$ cat config.mk
export PLATFORM = sky130hd
export DESIGN_NAME = fsk_measurement_controller_flat
export DESIGN_NICKNAME = d
export VERILOG_FILES = /design/src/rtl/fsk_measurement_controller_pkg.sv /design/src/rtl/fsk_measurement_controller_if.sv /design/src/rtl/fsk_symbol_decider.sv /design/src/rtl/fsk_measurement_controller.sv /design/src/flat_wrapper.sv
export SDC_FILE = /design/constraint.sdc
export NUM_CORES = 1
export LEC_CHECK = 0
export ABC_AREA = 1
export CAP_MARGIN = 20
export CORE_ASPECT_RATIO = 1.5
export CORE_MARGIN = 1.5
export CORE_UTILIZATION = 25
export CTS_CLUSTER_SIZE = 10
export DETAILED_ROUTE_END_ITERATION = 16
export HOLD_SLACK_MARGIN = 0.12
export PLACE_DENSITY_LB_ADDON = 0.15
export SETUP_SLACK_MARGIN = 0.5
export SLEW_MARGIN = 15
export SYNTH_ARGS = -nofsm -noshare
export SYNTH_HDL_FRONTEND = slang
export SYNTH_SLANG_ARGS = --single-unit
$ cat constraint.sdc
create_clock -name clock -period 7.4 [get_ports clock]
set_clock_uncertainty 0.2 [all_clocks]
set_input_delay 1.85 -clock clock [delete_from_list [all_inputs] [get_ports clock]]
set_output_delay 1.85 -clock clock [all_outputs]
set_load 0.01 [all_outputs]
$ cat src/rtl/fsk_measurement_controller_pkg.sv
// Shared definitions for the FSK measurement controller slice.
//   state_t        : controller FSM states (also exported on the debug port)
//   symbol_t       : decided symbol codes carried on result_symbol
//   SETTLE_CYCLES  : cycles the analyzer is held disabled before capture
//   COUNT_W        : width of window counter and analyzer accumulators
//   OVERRUN_W      : width of the saturating overrun counter
package fsk_measurement_controller_pkg;

  typedef enum logic [2:0] {
    IDLE    = 3'd0,
    CLEAR   = 3'd1,
    MEASURE = 3'd2,
    SETTLE  = 3'd3,
    CAPTURE = 3'd4
  } state_t;

  typedef enum logic [1:0] {
    SYM_NONE   = 2'd0,
    SYM_F0     = 2'd1,
    SYM_F1     = 2'd2,
    SYM_REJECT = 2'd3
  } symbol_t;

  localparam int SETTLE_CYCLES = 2;
  localparam int COUNT_W       = 32;
  localparam int OVERRUN_W     = 16;

endpackage

$ cat src/rtl/fsk_measurement_controller_if.sv
// Result channel of the FSK measurement controller.
//
// Handshake: the master raises result_valid with a complete result
// (symbol + three counts) and holds every field stable until it sees
// result_valid & result_ready high on the same rising clock edge; that edge
// is the transfer. The slave may drive result_ready at any time, and the
// master never waits on result_ready before raising result_valid.
//
//   master : controller side (drives valid and payload, reads ready)
//   slave  : consumer side   (reads valid and payload, drives ready)
interface fsk_measurement_controller_if;
  logic        result_valid;
  logic        result_ready;
  logic [1:0]  result_symbol;
  logic [31:0] result_f0;
  logic [31:0] result_f1;
  logic [31:0] result_unknown;

  modport master (
    output result_valid,
    output result_symbol,
    output result_f0,
    output result_f1,
    output result_unknown,
    input  result_ready
  );

  modport slave (
    input  result_valid,
    input  result_symbol,
    input  result_f0,
    input  result_f1,
    input  result_unknown,
    output result_ready
  );
endinterface

$ cat src/rtl/fsk_symbol_decider.sv
// Combinational symbol decision from the three analyzer accumulators.
//   f0_count, f1_count, unknown_count : 32-bit counts from the analyzer
//   symbol                            : 2-bit symbol code (symbol_t)
// A symbol wins only when its count is strictly larger than both others;
// any tie gives SYM_NONE.
// Optional feature macro: FSK_CTRL_UNKNOWN_REJECT_EN. When defined, a window
// whose unknown share exceeds UNKNOWN_LIMIT_PERCENT of all counts is marked
// SYM_REJECT, overriding the f0/f1 decision. When undefined no multiplier
// exists and SYM_REJECT is never produced.
module fsk_symbol_decider
  import fsk_measurement_controller_pkg::*;
#(
  parameter int UNKNOWN_LIMIT_PERCENT = 25
) (
  input  logic [31:0] f0_count,
  input  logic [31:0] f1_count,
  input  logic [31:0] unknown_count,
  output logic [1:0]  symbol
);

  logic [1:0] tone_symbol;

  always_comb begin
    tone_symbol = SYM_NONE;
    if ((f0_count > f1_count) && (f0_count > unknown_count)) begin
      tone_symbol = SYM_F0;
    end else if ((f1_count > f0_count) && (f1_count > unknown_count)) begin
      tone_symbol = SYM_F1;
    end
  end

`ifdef FSK_CTRL_UNKNOWN_REJECT_EN
  // Sum of three 32-bit values needs 34 bits; scaling by at most 100 keeps
  // both sides of the compare inside 41 bits, so nothing can wrap.
  logic [33:0] total_count;
  logic [40:0] unknown_scaled;
  logic [40:0] limit_scaled;
  logic        reject;

  always_comb begin
    total_count    = {2'b00, f0_count} + {2'b00, f1_count} + {2'b00, unknown_count};
    unknown_scaled = {9'd0, unknown_count} * 41'd100;
    limit_scaled   = {7'd0, total_count} * 41'(UNKNOWN_LIMIT_PERCENT);
    reject         = unknown_scaled > limit_scaled;
  end

  assign symbol = reject ? SYM_REJECT : tone_symbol;
`else
  assign symbol = tone_symbol;
`endif

endmodule

$ cat src/rtl/fsk_measurement_controller.sv
// FSK measurement controller: sequences an external tone analyzer through
// repeated measurement windows and publishes one decided symbol per window.
//
// Window cycle: CLEAR (1 cycle, analyzer_clear low) -> MEASURE (analyzer
// enabled for the latched window length) -> SETTLE (SETTLE_CYCLES, analyzer
// disabled so it can flush into its unknown bin) -> CAPTURE (1 cycle, counts
// registered and symbol decided) -> CLEAR again while running, else IDLE.
//
// Ports:
//   clock, reset        : rising-edge clock, asynchronous active-high reset
//   start, stop         : pulses; start begins continuous measurement in IDLE,
//                         stop ends the run after the current window
//   window_ticks        : window length in clocks, 0 selects DEFAULT_WINDOW_TICKS
//   analyzer_enable     : analyzer counts while high
//   analyzer_clear      : active-low analyzer clear
//   f0_value, f1_value, unknown : analyzer accumulators
//   result_if (master)  : result channel (valid/ready, symbol, three counts)
//   busy                : high in every state except IDLE
//   overrun_count       : saturating count of results dropped because the
//                         previous one was still waiting
//   state_dbg           : current FSM state
// Optional feature macro: FSK_CTRL_UNKNOWN_REJECT_EN (see fsk_symbol_decider).
module fsk_measurement_controller
  import fsk_measurement_controller_pkg::*;
#(
  parameter int unsigned DEFAULT_WINDOW_TICKS  = 500000,
  parameter int          UNKNOWN_LIMIT_PERCENT = 25
) (
  input  logic                         clock,
  input  logic                         reset,
  input  logic                         start,
  input  logic                         stop,
  input  logic [COUNT_W-1:0]           window_ticks,
  output logic                         analyzer_enable,
  output logic                         analyzer_clear,
  input  logic [COUNT_W-1:0]           f0_value,
  input  logic [COUNT_W-1:0]           f1_value,
  input  logic [COUNT_W-1:0]           unknown,
  fsk_measurement_controller_if.master result_if,
  output logic                         busy,
  output logic [OVERRUN_W-1:0]         overrun_count,
  output state_t                       state_dbg
);

  localparam logic [COUNT_W-1:0]   DEFAULT_WINDOW = COUNT_W'(DEFAULT_WINDOW_TICKS);
  localparam logic [1:0]           SETTLE_LAST    = 2'(SETTLE_CYCLES - 1);
  localparam logic [OVERRUN_W-1:0] OVERRUN_MAX    = '1;

  state_t               state_q;
  state_t               state_d;
  logic [COUNT_W-1:0]   window_q;
  logic [COUNT_W-1:0]   count_q;
  logic [1:0]           settle_q;
  logic                 stop_pending_q;

  logic                 valid_q;
  logic [1:0]           symbol_q;
  logic [COUNT_W-1:0]   f0_q;
  logic [COUNT_W-1:0]   f1_q;
  logic [COUNT_W-1:0]   unknown_q;
  logic [OVERRUN_W-1:0] overrun_q;

  logic [1:0]           decided_symbol;
  logic                 capture;
  logic                 accept;
  logic                 load_result;

  fsk_symbol_decider #(
    .UNKNOWN_LIMIT_PERCENT (UNKNOWN_LIMIT_PERCENT)
  ) u_decider (
    .f0_count      (f0_value),
    .f1_count      (f1_value),
    .unknown_count (unknown),
    .symbol        (decided_symbol)
  );

  // ---------------------------------------------------------------------
  // FSM: state register
  // ---------------------------------------------------------------------
  always_ff @(posedge clock or posedge reset) begin
    if (reset) begin
      state_q <= IDLE;
    end else begin
      state_q <= state_d;
    end
  end

  // ---------------------------------------------------------------------
  // FSM: next state and analyzer controls
  // ---------------------------------------------------------------------
  always_comb begin
    state_d         = state_q;
    analyzer_enable = 1'b0;
    analyzer_clear  = 1'b1;
    busy            = 1'b1;
    case (state_q)
      IDLE: begin
        busy = 1'b0;
        if (start) begin
          state_d = CLEAR;
        end
      end
      CLEAR: begin
        analyzer_clear = 1'b0;
        state_d        = MEASURE;
      end
      MEASURE: begin
        analyzer_enable = 1'b1;
        // count_q holds the cycles left including this one
        if (count_q <= COUNT_W'(1)) begin
          state_d = SETTLE;
        end
      end
      SETTLE: begin
        if (settle_q == SETTLE_LAST) begin
          state_d = CAPTURE;
        end
      end
      CAPTURE: begin
        // a stop arriving in the capture cycle itself also ends the run
        state_d = (stop_pending_q || stop) ? IDLE : CLEAR;
      end
      default: begin
        state_d = IDLE;
      end
    endcase
  end

  // ---------------------------------------------------------------------
  // Window length, window counter, settle counter, stop request
  // ---------------------------------------------------------------------
  always_ff @(posedge clock or posedge reset) begin
    if (reset) begin
      window_q       <= '0;
      count_q        <= '0;
      settle_q       <= '0;
      stop_pending_q <= 1'b0;
    end else begin
      if (state_q == IDLE && start) begin
        window_q <= (window_ticks == '0) ? DEFAULT_WINDOW : window_ticks;
      end

      if (state_q == CLEAR) begin
        count_q <= window_q;
      end else if (state_q == MEASURE) begin
        count_q <= count_q - COUNT_W'(1);
      end

      settle_q <= (state_q == SETTLE) ? settle_q + 2'd1 : 2'd0;

      // In IDLE the request is cleared, except that a stop arriving together
      // with the accepted start limits the run to a single window.
      if (state_q == IDLE) begin
        stop_pending_q <= start && stop;
      end else if (stop) begin
        stop_pending_q <= 1'b1;
      end
    end
  end

  // ---------------------------------------------------------------------
  // Result register and overrun counter
  // ---------------------------------------------------------------------
  assign capture     = (state_q == CAPTURE);
  assign accept      = valid_q && result_if.result_ready;
  // A capture may replace the held result only if the slot is empty or is
  // being transferred on this very edge; otherwise it is dropped.
  assign load_result = capture && (!valid_q || result_if.result_ready);

  always_ff @(posedge clock or posedge reset) begin
    if (reset) begin
      valid_q   <= 1'b0;
      symbol_q  <= SYM_NONE;
      f0_q      <= '0;
      f1_q      <= '0;
      unknown_q <= '0;
      overrun_q <= '0;
    end else begin
      if (load_result) begin
        valid_q   <= 1'b1;
        symbol_q  <= decided_symbol;
        f0_q      <= f0_value;
        f1_q      <= f1_value;
        unknown_q <= unknown;
      end else if (accept) begin
        valid_q <= 1'b0;
      end

      if (capture && !load_result && overrun_q != OVERRUN_MAX) begin
        overrun_q <= overrun_q + OVERRUN_W'(1);
      end
    end
  end

  assign result_if.result_valid   = valid_q;
  assign result_if.result_symbol  = symbol_q;
  assign result_if.result_f0      = f0_q;
  assign result_if.result_f1      = f1_q;
  assign result_if.result_unknown = unknown_q;
  assign overrun_count            = overrun_q;
  assign state_dbg                = state_q;

endmodule

$ cat src/flat_wrapper.sv
// flat-port wrapper written by rule: the top's interface ports become plain ports
module fsk_measurement_controller_flat import fsk_measurement_controller_pkg::*;
#(
  parameter int unsigned DEFAULT_WINDOW_TICKS  = 500000,
  parameter int          UNKNOWN_LIMIT_PERCENT = 25
)
  (clock, reset, start, stop, window_ticks, analyzer_enable, analyzer_clear, f0_value, f1_value, unknown, busy, overrun_count, state_dbg, result_if_result_valid, result_if_result_symbol, result_if_result_f0, result_if_result_f1, result_if_result_unknown, result_if_result_ready);
  fsk_measurement_controller_if result_if_i ();
  input  logic clock;
  input  logic reset;
  input  logic start;
  input  logic stop;
  input  logic [COUNT_W-1:0] window_ticks;
  output logic analyzer_enable;
  output logic analyzer_clear;
  input  logic [COUNT_W-1:0] f0_value;
  input  logic [COUNT_W-1:0] f1_value;
  input  logic [COUNT_W-1:0] unknown;
  output logic busy;
  output logic [OVERRUN_W-1:0] overrun_count;
  output state_t state_dbg;
  output wire logic [$bits(result_if_i.result_valid)-1:0] result_if_result_valid;
  output wire logic [$bits(result_if_i.result_symbol)-1:0] result_if_result_symbol;
  output wire logic [$bits(result_if_i.result_f0)-1:0] result_if_result_f0;
  output wire logic [$bits(result_if_i.result_f1)-1:0] result_if_result_f1;
  output wire logic [$bits(result_if_i.result_unknown)-1:0] result_if_result_unknown;
  input wire logic [$bits(result_if_i.result_ready)-1:0] result_if_result_ready;
  assign result_if_result_valid = result_if_i.result_valid;
  assign result_if_result_symbol = result_if_i.result_symbol;
  assign result_if_result_f0 = result_if_i.result_f0;
  assign result_if_result_f1 = result_if_i.result_f1;
  assign result_if_result_unknown = result_if_i.result_unknown;
  assign result_if_i.result_ready = result_if_result_ready;
  fsk_measurement_controller #(.DEFAULT_WINDOW_TICKS(DEFAULT_WINDOW_TICKS), .UNKNOWN_LIMIT_PERCENT(UNKNOWN_LIMIT_PERCENT)) u_core (.clock(clock), .reset(reset), .start(start), .stop(stop), .window_ticks(window_ticks), .analyzer_enable(analyzer_enable), .analyzer_clear(analyzer_clear), .f0_value(f0_value), .f1_value(f1_value), .unknown(unknown), .result_if(result_if_i), .busy(busy), .overrun_count(overrun_count), .state_dbg(state_dbg));
endmodule
== After elaboration in Yosys (flattened, before gate mapping) ==
Index checks and enable logic that the tools add are counted.

* Input bits: 133
* Logic and storage cells: 64
* Register bits after elaboration: 185
* Output and inout bits: 121

* Muxes and demuxes: 18
* Eq/ne operators: 9
* Magnitude comparators: 5
* Reduce and logical (&&, ||, !) cells: 18
* Add/sub/neg operators: 3

{| class="wikitable"
|+ Operator list
! operator !! count
|-
| 32-bit greater-than comparator || 4
|-
| 32-bit two-way mux || 3
|-
| 32-bit by 1-bit <= comparator with 1-bit output (second input constant) || 1
|-
| 32-bit zero test || 1
|-
| 32-bit by 1-bit subtractor with 32-bit output (second input constant) || 1
|-
| 16-bit by 1-bit adder with 16-bit output (second input constant) || 1
|-
| 16-bit inequality test (second input constant) || 1
|-
| 3-bit one-hot mux with 5 select lines || 1
|-
| 3-bit two-way mux || 3
|-
| 1-bit logical AND || 8
|-
| 1-bit two-way mux || 8
|-
| 3-bit by 2-bit == test with 1-bit output (second input constant) || 2
|-
| 2-bit two-way mux || 3
|-
| 2-bit nonzero test || 3
|-
| 2-bit by 1-bit inequality test with 1-bit output (second input constant) || 2
|-
| 3-bit by 1-bit == test with 1-bit output (second input constant) || 1
|-
| 3-bit == test (second input constant) || 1
|-
| 3-bit zero test || 1
|-
| 3-bit AND reduction || 1
|-
| 2-bit by 1-bit adder with 2-bit output (second input constant) || 1
|-
| 2-bit by 1-bit == test with 1-bit output (second input constant) || 1
|-
| 1-bit zero test || 2
|-
| 1-bit logical OR || 2
|-
| 2-bit inequality test (second input constant) || 1
|}

== Depth between registers and ports, before layout ==
Gate-level depths: netlist of run 1.

* Depth after elaboration: 6
* Mapped depth: 15
* Depth with buffers taken out: 15

== Modules after synthesis ==
From an unflattened synthesis of run 1, not the netlist that was laid out.

* Cells, all modules: 1292
* Area total of the unflattened synthesis: 11187.0 um2

{| class="wikitable"
|+ Modules (own cells, without submodules)
! module !! cells an instance !! area each (um2) !! sequential area each (um2) !! instances
|-
| fsk_measurement_controller || 909 || 8752.1 || 4629.4 || 1
|-
| fsk_symbol_decider || 383 || 2434.8 || 0.0 || 1
|}

== Worst setup path after synthesis of run 1 ==
Ideal clock, no wire load.

* Path kind: input port to flip-flop
* From: in unknown[31]
* To: reg u_core.symbol_q[0] (netlist: u_core.result_if.result_symbol[0])
* Path buffers: 0
* Path slack: 4.219 ns
* Arrival: 2.864 ns
* Library setup time: 0.117 ns
* Required time: 7.083 ns
* Cell stages on the path: 9
* Cells stage by stage: inv_1 ha_1 nand2_1 nor2_1 nand2_1 nor4_1 a21oi_1 nand3_1 nand2_1

* Longest elaborated chain between the ends: 3

{| class="wikitable"
|+ Ends and longest elaborated chain
! item !! RTL line !! text
|-
| start: declaration || flat_wrapper.sv:18 || <nowiki>input logic [COUNT_W-1:0] unknown;</nowiki>
|-
| 32-bit greater-than comparator || fsk_symbol_decider.sv:25 || <nowiki>if ((f0_count > f1_count) && (f0_count > unknown_count)) begin</nowiki>
|-
| 1-bit logical AND || fsk_symbol_decider.sv:25 ||
|-
| 2-bit two-way mux || fsk_symbol_decider.sv:25 ||
|-
| end signal: assignment || fsk_measurement_controller.sv:181 || <nowiki>symbol_q <= decided_symbol;</nowiki>
|-
| end: declaration || fsk_measurement_controller.sv:57 || <nowiki>logic [1:0] symbol_q;</nowiki>
|}

No other way between the ends.
A chain may end at the register's enable or synchronous reset.

== Worst setup path after layout of run 1 ==
* From: reg u_core.state_q[1] (netlist: u_core.state_dbg[1])
* To: out analyzer_clear

* Longest elaborated chain between the ends: 2

{| class="wikitable"
|+ Ends and longest elaborated chain
! item !! RTL line !! text
|-
| start: declaration || fsk_measurement_controller.sv:49 || <nowiki>state_t state_q;</nowiki>
|-
| start signal: assignment || fsk_measurement_controller.sv:84 || <nowiki>state_q <= state_d;</nowiki>
|-
| 3-bit by 1-bit == test with 1-bit output || fsk_measurement_controller.sv:96 || <nowiki>case (state_q)</nowiki>
|-
| 1-bit two-way mux || fsk_measurement_controller.sv:96 ||
|-
| end: declaration || flat_wrapper.sv:15 || <nowiki>output logic analyzer_clear;</nowiki>
|}

No other way between the ends.

==> results of run 1 <==
-- flip-flops by register name, indices dropped and copies added (netlist names) --
register,cells
u_core.result_if.result_f0,32
u_core.result_if.result_valid,1
u_core.state_dbg,3
u_core.window_q,32
u_core.result_if.result_f1,32
u_core.overrun_count,16
u_core.result_if.result_unknown,32
u_core.result_if.result_symbol,2
u_core.settle_q,2
u_core.count_q,32
u_core.stop_pending_q,1
-- cells in the mapped netlist --
master,count,share of area (%)
nor2_4,1,0.11
o21a_1,3,0.21
nor3_1,21,0.99
nor2_8,1,0.19
o211ai_1,12,0.85
nor3_2,2,0.19
nand2_1,385,14
o21ai_1,9,0.43
buf_6,1,0.11
nor3_4,1,0.15
ha_1,100,12
a31oi_1,2,0.12
inv_2,4,0.14
or2_2,2,0.12
nand2_4,2,0.21
a21o_1,3,0.21
clkbuf_1,19,0.67
o22ai_1,1,0.059
o2111ai_1,1,0.083
inv_1,158,5.6
xnor2_1,4,0.33
buf_2,13,0.62
o221ai_1,9,0.75
nand3b_1,1,0.071
o21ai_0,94,4.5
xor2_1,33,2.7
nor2_2,6,0.36
o41ai_1,1,0.083
o21bai_1,3,0.21
dfrtp_1,185,44
mux2_1,1,0.11
nand3_1,35,1.7
mux2_2,12,1.3
nor4_1,9,0.53
nand4_1,18,1.1
nor2_1,90,3.2
buf_4,2,0.14
a22o_1,1,0.083
a21oi_1,54,2.6
-- worst paths after layout --
kind / from / endpoint / slack, ns
setup / recovery: u_core.state_dbg[1]$_DFFE_PP0P_ / analyzer_clear / 3.10
hold / removal: u_core.settle_q[0]$_DFF_PP0_ / u_core.settle_q[0]$_DFF_PP0_ / 0.24
setup reg to reg: u_core.state_dbg[1]$_DFFE_PP0P_ / u_core.result_if.result_unknown[20]$_DFFE_PP0P_ / 4.54
hold reg to reg: u_core.settle_q[0]$_DFF_PP0_ / u_core.settle_q[0]$_DFF_PP0_ / 0.24
max in group asynchronous: reset / u_core.window_q[29]$_DFFE_PP0P_ / 4.45
min in group asynchronous: reset / u_core.result_if.result_unknown[7]$_DFFE_PP0P_ / 1.71
-- final cells by class --
class,count,area [sq um]
multi-input combinational,917,5180
timing repair buffer,260,2600
inverter,162,614
fill,4514,27600
tap,564,706
clock inverter,8,148
clock buffer,21,450
sequential,185,4630
-- cells by family (layout without fill, tap and decap cells) --
group | Yosys count | after routing | synth area share [%]
muxes | 13 | 13 | 1.39
buffers and inverters | 197 | 451 | 7.29
AOI/OAI and AO/OA | 193 | 193 | 10.1
adders and majority gates | 100 | 100 | 11.8
DFF | 185 | 185 | 43.8
xor gates and xnor gates | 37 | 37 | 3.07
and+or+nand+nor | 574 | 574 | 22.5
-- stage by stage --
stage	power (mW)	hold slack (ns)	instance area [sq um]	setup WS (ns)	std cells
after floorplan	2.88	0.210	10600	2.97	1299
after global placement	3.96	0.220	13700	2.67	2088
after detailed placement	3.98	0.231	13700	2.62	2088
after CTS	5.01	0.241	14300	3.03	2117
after global routing	5.31	0.266	14300	2.85	2117
final	4.92	0.237	14300	3.10	2117
-- placed cells by master (no fill, tap or decap), types with 2 or more instances in the layout --
master and n:
nand2_1 384, clkdlybuf4s50_1 253, dfrtp_1 185, inv_1 157
ha_1 100, o21ai_0 94, nor2_1 90, a21oi_1 54
nand3_1 35, xor2_1 33, nor3_1 21, nand4_1 18
clkbuf_16 17, o211ai_1 12, mux2_2 12, o221ai_1 9
nor4_1 9, o21ai_1 9, buf_4 6, nor2_2 5
xnor2_1 4, bufinv_16 4, inv_2 3, o21bai_1 3
a21o_1 3, o21a_1 3, clkbuf_1 3, nor3_2 2
nor2_4 2, nand2_4 2, a31oi_1 2, or2_2 2
clkinv_4 2, clkinv_2 2
-- power by group --
part	internal, mW	switching [mW]	total, mW
combinational	1.01	1.14	2.14
clock	0.569	0.419	0.988
sequential	1.48	0.314	1.79
-- layer usage --
metal  vias to the layer above  GRT usage (%)  wire length [um]
met5                         -              0                40
met4                         6           6.59               896
li1                       4681              -                 -
met2                       201           31.3             18900
met3                        43           4.73              2130
met1                      4296           17.1             13100
==> results.yml, run 1 <==
placement:
  place_hpwl_um: 27200
  port_buffers: 253
  routabilityCongestion: 0.838
critical_path:
  timing_worst_setup_path_type: "reg2out"
  cpPeakStageDelay_ns: 0.55
  required_ns: 5.35
  path_cells: "nor3_2, buf_4, inv_1, clkdlybuf4s50_1"
  cp_slowest_cell: "clkdlybuf4s50_1"
  crit_path_end_kind: "output pin"
  crit_family: "buffers and inverters"
  r2r_cells: 7
  path_buf_inv: 3
  crit_cells: 4
  crit_fanout: 26
  arrival_ns: 2.25
  setup.worst_path.start_class: "flop"
worst_hold_path:
  hold_path_depth: 1
  hold_class: "reg2reg"
cts:
  clk-insertion-delay-late_ns: 0.46
  cts_resized: 0
  htreeDepth: 4
  cts_buffers: 17
  cts_root_buf: "clkbuf_16"
  cts_post_setup_buffers_inserted: 0
  cts_tree: "built"
  cts.clk_slew.worst_paths_ns: 0.06
  numClockSinks: 185
  cts.path.max_buffers: 2
  hold_buffers: 0
run_status:
  status: "finished, final reports clean"
grt:
  grt_first_pass_wirelength_um: 54000
  grt_pass1_vias: 9567
  grt_max_degree: 115
  track_usage_pct: 16.6
  antenna_found_initial: 3
  grt_remaining_overflow: 0
synthesis:
  synthCells: 1299
  seq_area_frac_synth_pct: 43.8
  synth.ff_latch_count: 185
  syn_area_per_cell_sq_um: 8.14
  synth_nets: 1532
  ys_types: 39
  yosys_warnings: 0
  syn_area_sq_um: 10600
layout:
  final_nets: 1776
  final_util_pct: 34.2
  syn2layout_area_growth_pct: 35.5
  antenna_cells: 0
  drive_above_1_share_pct: 4.25
detailed_routing:
  drt-initial-drc-count: 346
  firstDrtPassIters: 5
  vias_per_cell: 4.36
  ant_nets: 0
  vias: 9227
  wl_per_cell_um: 16.6
  drt-total-wl_um: 35100
  drc_errors: 0
timing:
  finalSetupViolations: 0
  slew_viol_final: 0
  worst_pin_slew_ns: 0.973
  post-route-period-util_pct: 58.1
  tns_ns: 0
  max_freq_mhz: 232
  hold_viol: 0
  slew-limit-headroom_pct: 35.1
  min_period_ns: 4.30
  rsz0062_at_grt: "no"
floorplan:
  coreArea_sq_um: 41900
  die_h_um: 255
  dieWidth_um: 171
  initial_core_util_pct: 25.2
  dieArea_sq_um: 43500
  top_level_ports: 254
  num_rows: 92
power:
  pwr_density_cell_nw_per_um2: 343
  p_leak_nw: 6.91
  irDropWorstVdd_uv: 166
flow_run:
  maxCapViolCount: 0
No activity file was read; power rests on OpenSTA's default activity.
==> run 2: changes to the inputs <==
clock period = 4.25 ns   (was 7.4 ns; I/O delays follow)
==> run 2 against run 1 <==
  * Utilization grew 0.14 points
  * Worst hold slack worse by 0.0064 ns
  * Die area did not move
  * Global-route usage rose by 0.28 points
  * Critical path depth stayed put
  * Non-clock buffer count rose by 6
  * Combinational power is 77% higher
  * Critical path type unchanged
  * Critical endpoint unchanged
==> results.yml, run 2 (synthesis gave the netlist of run 1 again) <==
run_status:
  status: "finished, final reports clean"
detailed_routing:
  drt-initial-drc-count: 314
  vias_per_cell: 4.36
  vias: 9269
  drt-total-wl_um: 35400
  firstDrtPassIters: 4
  wl_per_cell_um: 16.6
  ant_nets: 0
  drc_errors: 0
power:
  p_leak_nw: 6.94
  irDropWorstVdd_uv: 290
  pwr_density_cell_nw_per_um2: 593
timing:
  tns_ns: 0
  max_freq_mhz: 297
  finalSetupViolations: 0
  worst_pin_slew_ns: 1.12
  min_period_ns: 3.36
  slew_viol_final: 0
  slew-limit-headroom_pct: 24.5
  rsz0062_at_grt: "no"
  post-route-period-util_pct: 79.1
  hold_viol: 0
  hold_slack_ns: 0.231
grt:
  antenna_found_initial: 5
  track_usage_pct: 16.9
  grt_remaining_overflow: 0
  grt_first_pass_wirelength_um: 55000
  grt_max_degree: 79
  grt_pass1_vias: 9649
critical_path:
  crit_path_end_kind: "output pin"
  setup.worst_path.start_class: "flop"
  r2r-end: "u_core.count_q[21]$_DFFE_PP0P_"
  crit_path_start: "u_core.state_dbg[0]$_DFFE_PP0P_"
  required_ns: 2.99
  crit_top_cell: "inv_1"
  r2r_cells: 9
  path_cells: "inv_1, nor3_2, inv_1, clkdlybuf4s50_1"
  crit_fanout: 11
  cp_slowest_cell: "clkdlybuf4s50_1"
  cpPeakStageDelay_ns: 0.64
  timing_worst_setup_path_type: "reg2out"
  r2r_slack_ns: 1.90
  r2r-start: "u_core.state_dbg[2]$_DFFE_PP0P_"
  arrival_ns: 2.10
worst_hold_path:
  hold-path-endpoint: "u_core.settle_q[0]$_DFF_PP0_"
  hold_class: "reg2reg"
  hp-start: "u_core.settle_q[0]$_DFF_PP0_"
  hold_path_depth: 1
layout:
  syn2layout_area_growth_pct: 36.1
  final_cell_mix: "nand2_1 (384), clkdlybuf4s50_1 (253), dfrtp_1 (185), inv_1 (157), ha_1 (100)"
  drive_above_1_share_pct: 4.93
  layout_commonest_cell: "nand2_1"
  final_nets: 1782
cts:
  cts.path.max_buffers: 2
  cts_post_setup_buffers_inserted: 0
  cts_root_buf: "clkbuf_16"
  cts_buffers: 17
  cts_resized: 0
  hold_buffers: 0
  cts_tree: "built"
  clk-insertion-delay-late_ns: 0.46
  htreeDepth: 4
  numClockSinks: 185
  cts.clk_slew.worst_paths_ns: 0.07
floorplan:
  initial_core_util_pct: 25.2
  num_rows: 92
  dieArea_sq_um: 43500
  die_h_um: 255
  coreArea_sq_um: 41900
  dieWidth_um: 171
  top_level_ports: 254
flow_run:
  maxCapViolCount: 0
placement:
  routabilityCongestion: 0.816
  place_hpwl_um: 27700
  port_buffers: 253
## run 2: changes by cell type in the layout (fill, tap and decap cells not counted)
cell and delta:
buf_12 +2, buf_4 +4, bufinv_16 -2, clkbuf_1 -2, clkinv_2 +2, clkinvlp_4 +2
diode_2 +1, inv_6 +2, inv_8 +1
## run 2: worst max path at each step
stage                                                          to  slack [ns]  cells past startpoint
global placement    u_core.result_if.result_symbol[0]$_DFFE_PP0P_        0.40                     10
global route                                       analyzer_clear        0.82                      4
CTS                                                analyzer_clear        0.87                      4
detailed placement  u_core.result_if.result_symbol[0]$_DFFE_PP0P_        0.38                     10
finish                                             analyzer_clear        0.89                      4
floorplan                           u_core.count_q[0]$_DFFE_PP0P_        0.61                      1
## run 2: where the power goes
part           switching [mW]  leakage [nW]  internal [mW]  total (mW)
clock                   0.773         0.285          0.887        1.66
sequential              0.515          2.25           2.57        3.08
combinational            2.02          4.40           1.77        3.79
total                    3.31          6.94           5.22        8.53
## run 2: layer usage
layer	GRT usage, %	vias to the layer above	wire length (um)	part of all wire, %
met4	7.07	8	1010	2.9
met1	17.2	4298	13300	38
li1	-	4716	-	-
met3	4.50	47	1920	5.4
met2	32.2	200	19100	54
met5	0	-	49	0.14
## run 2: cell type report
class | count | area, sq um
clock buffers | 19 | 443
repair buffers | 266 | 2670
inverters | 162 | 614
multi-input cells | 917 | 5180
diodes | 1 | 2.50
fillers | 4505 | 27500
well taps | 564 | 706
clock inverters | 13 | 141
flip-flops and latches | 185 | 4630
## run 2: per-stage QoR
stage                     power [mW]  area [sq um]  std cells  worst slack [ns]  utilization (%)
final                           8.53         14400       2127             0.887             34.3
after floorplan                 5.02         10600       1299             0.609                -
after global placement          6.93         13800       2094             0.405             32.9
after detailed placement        6.95         13800       2094             0.377             32.9
after global routing            9.22         14400       2127             0.825             34.3
after CTS                       8.69         14400       2126             0.869             34.3
## run 2: critical path, delay by kind of cell, from the launching register on
family	cells	cell delay [ns]
flops	1	0.41
buf+inv	3	1.17
simple gates	1	0.06
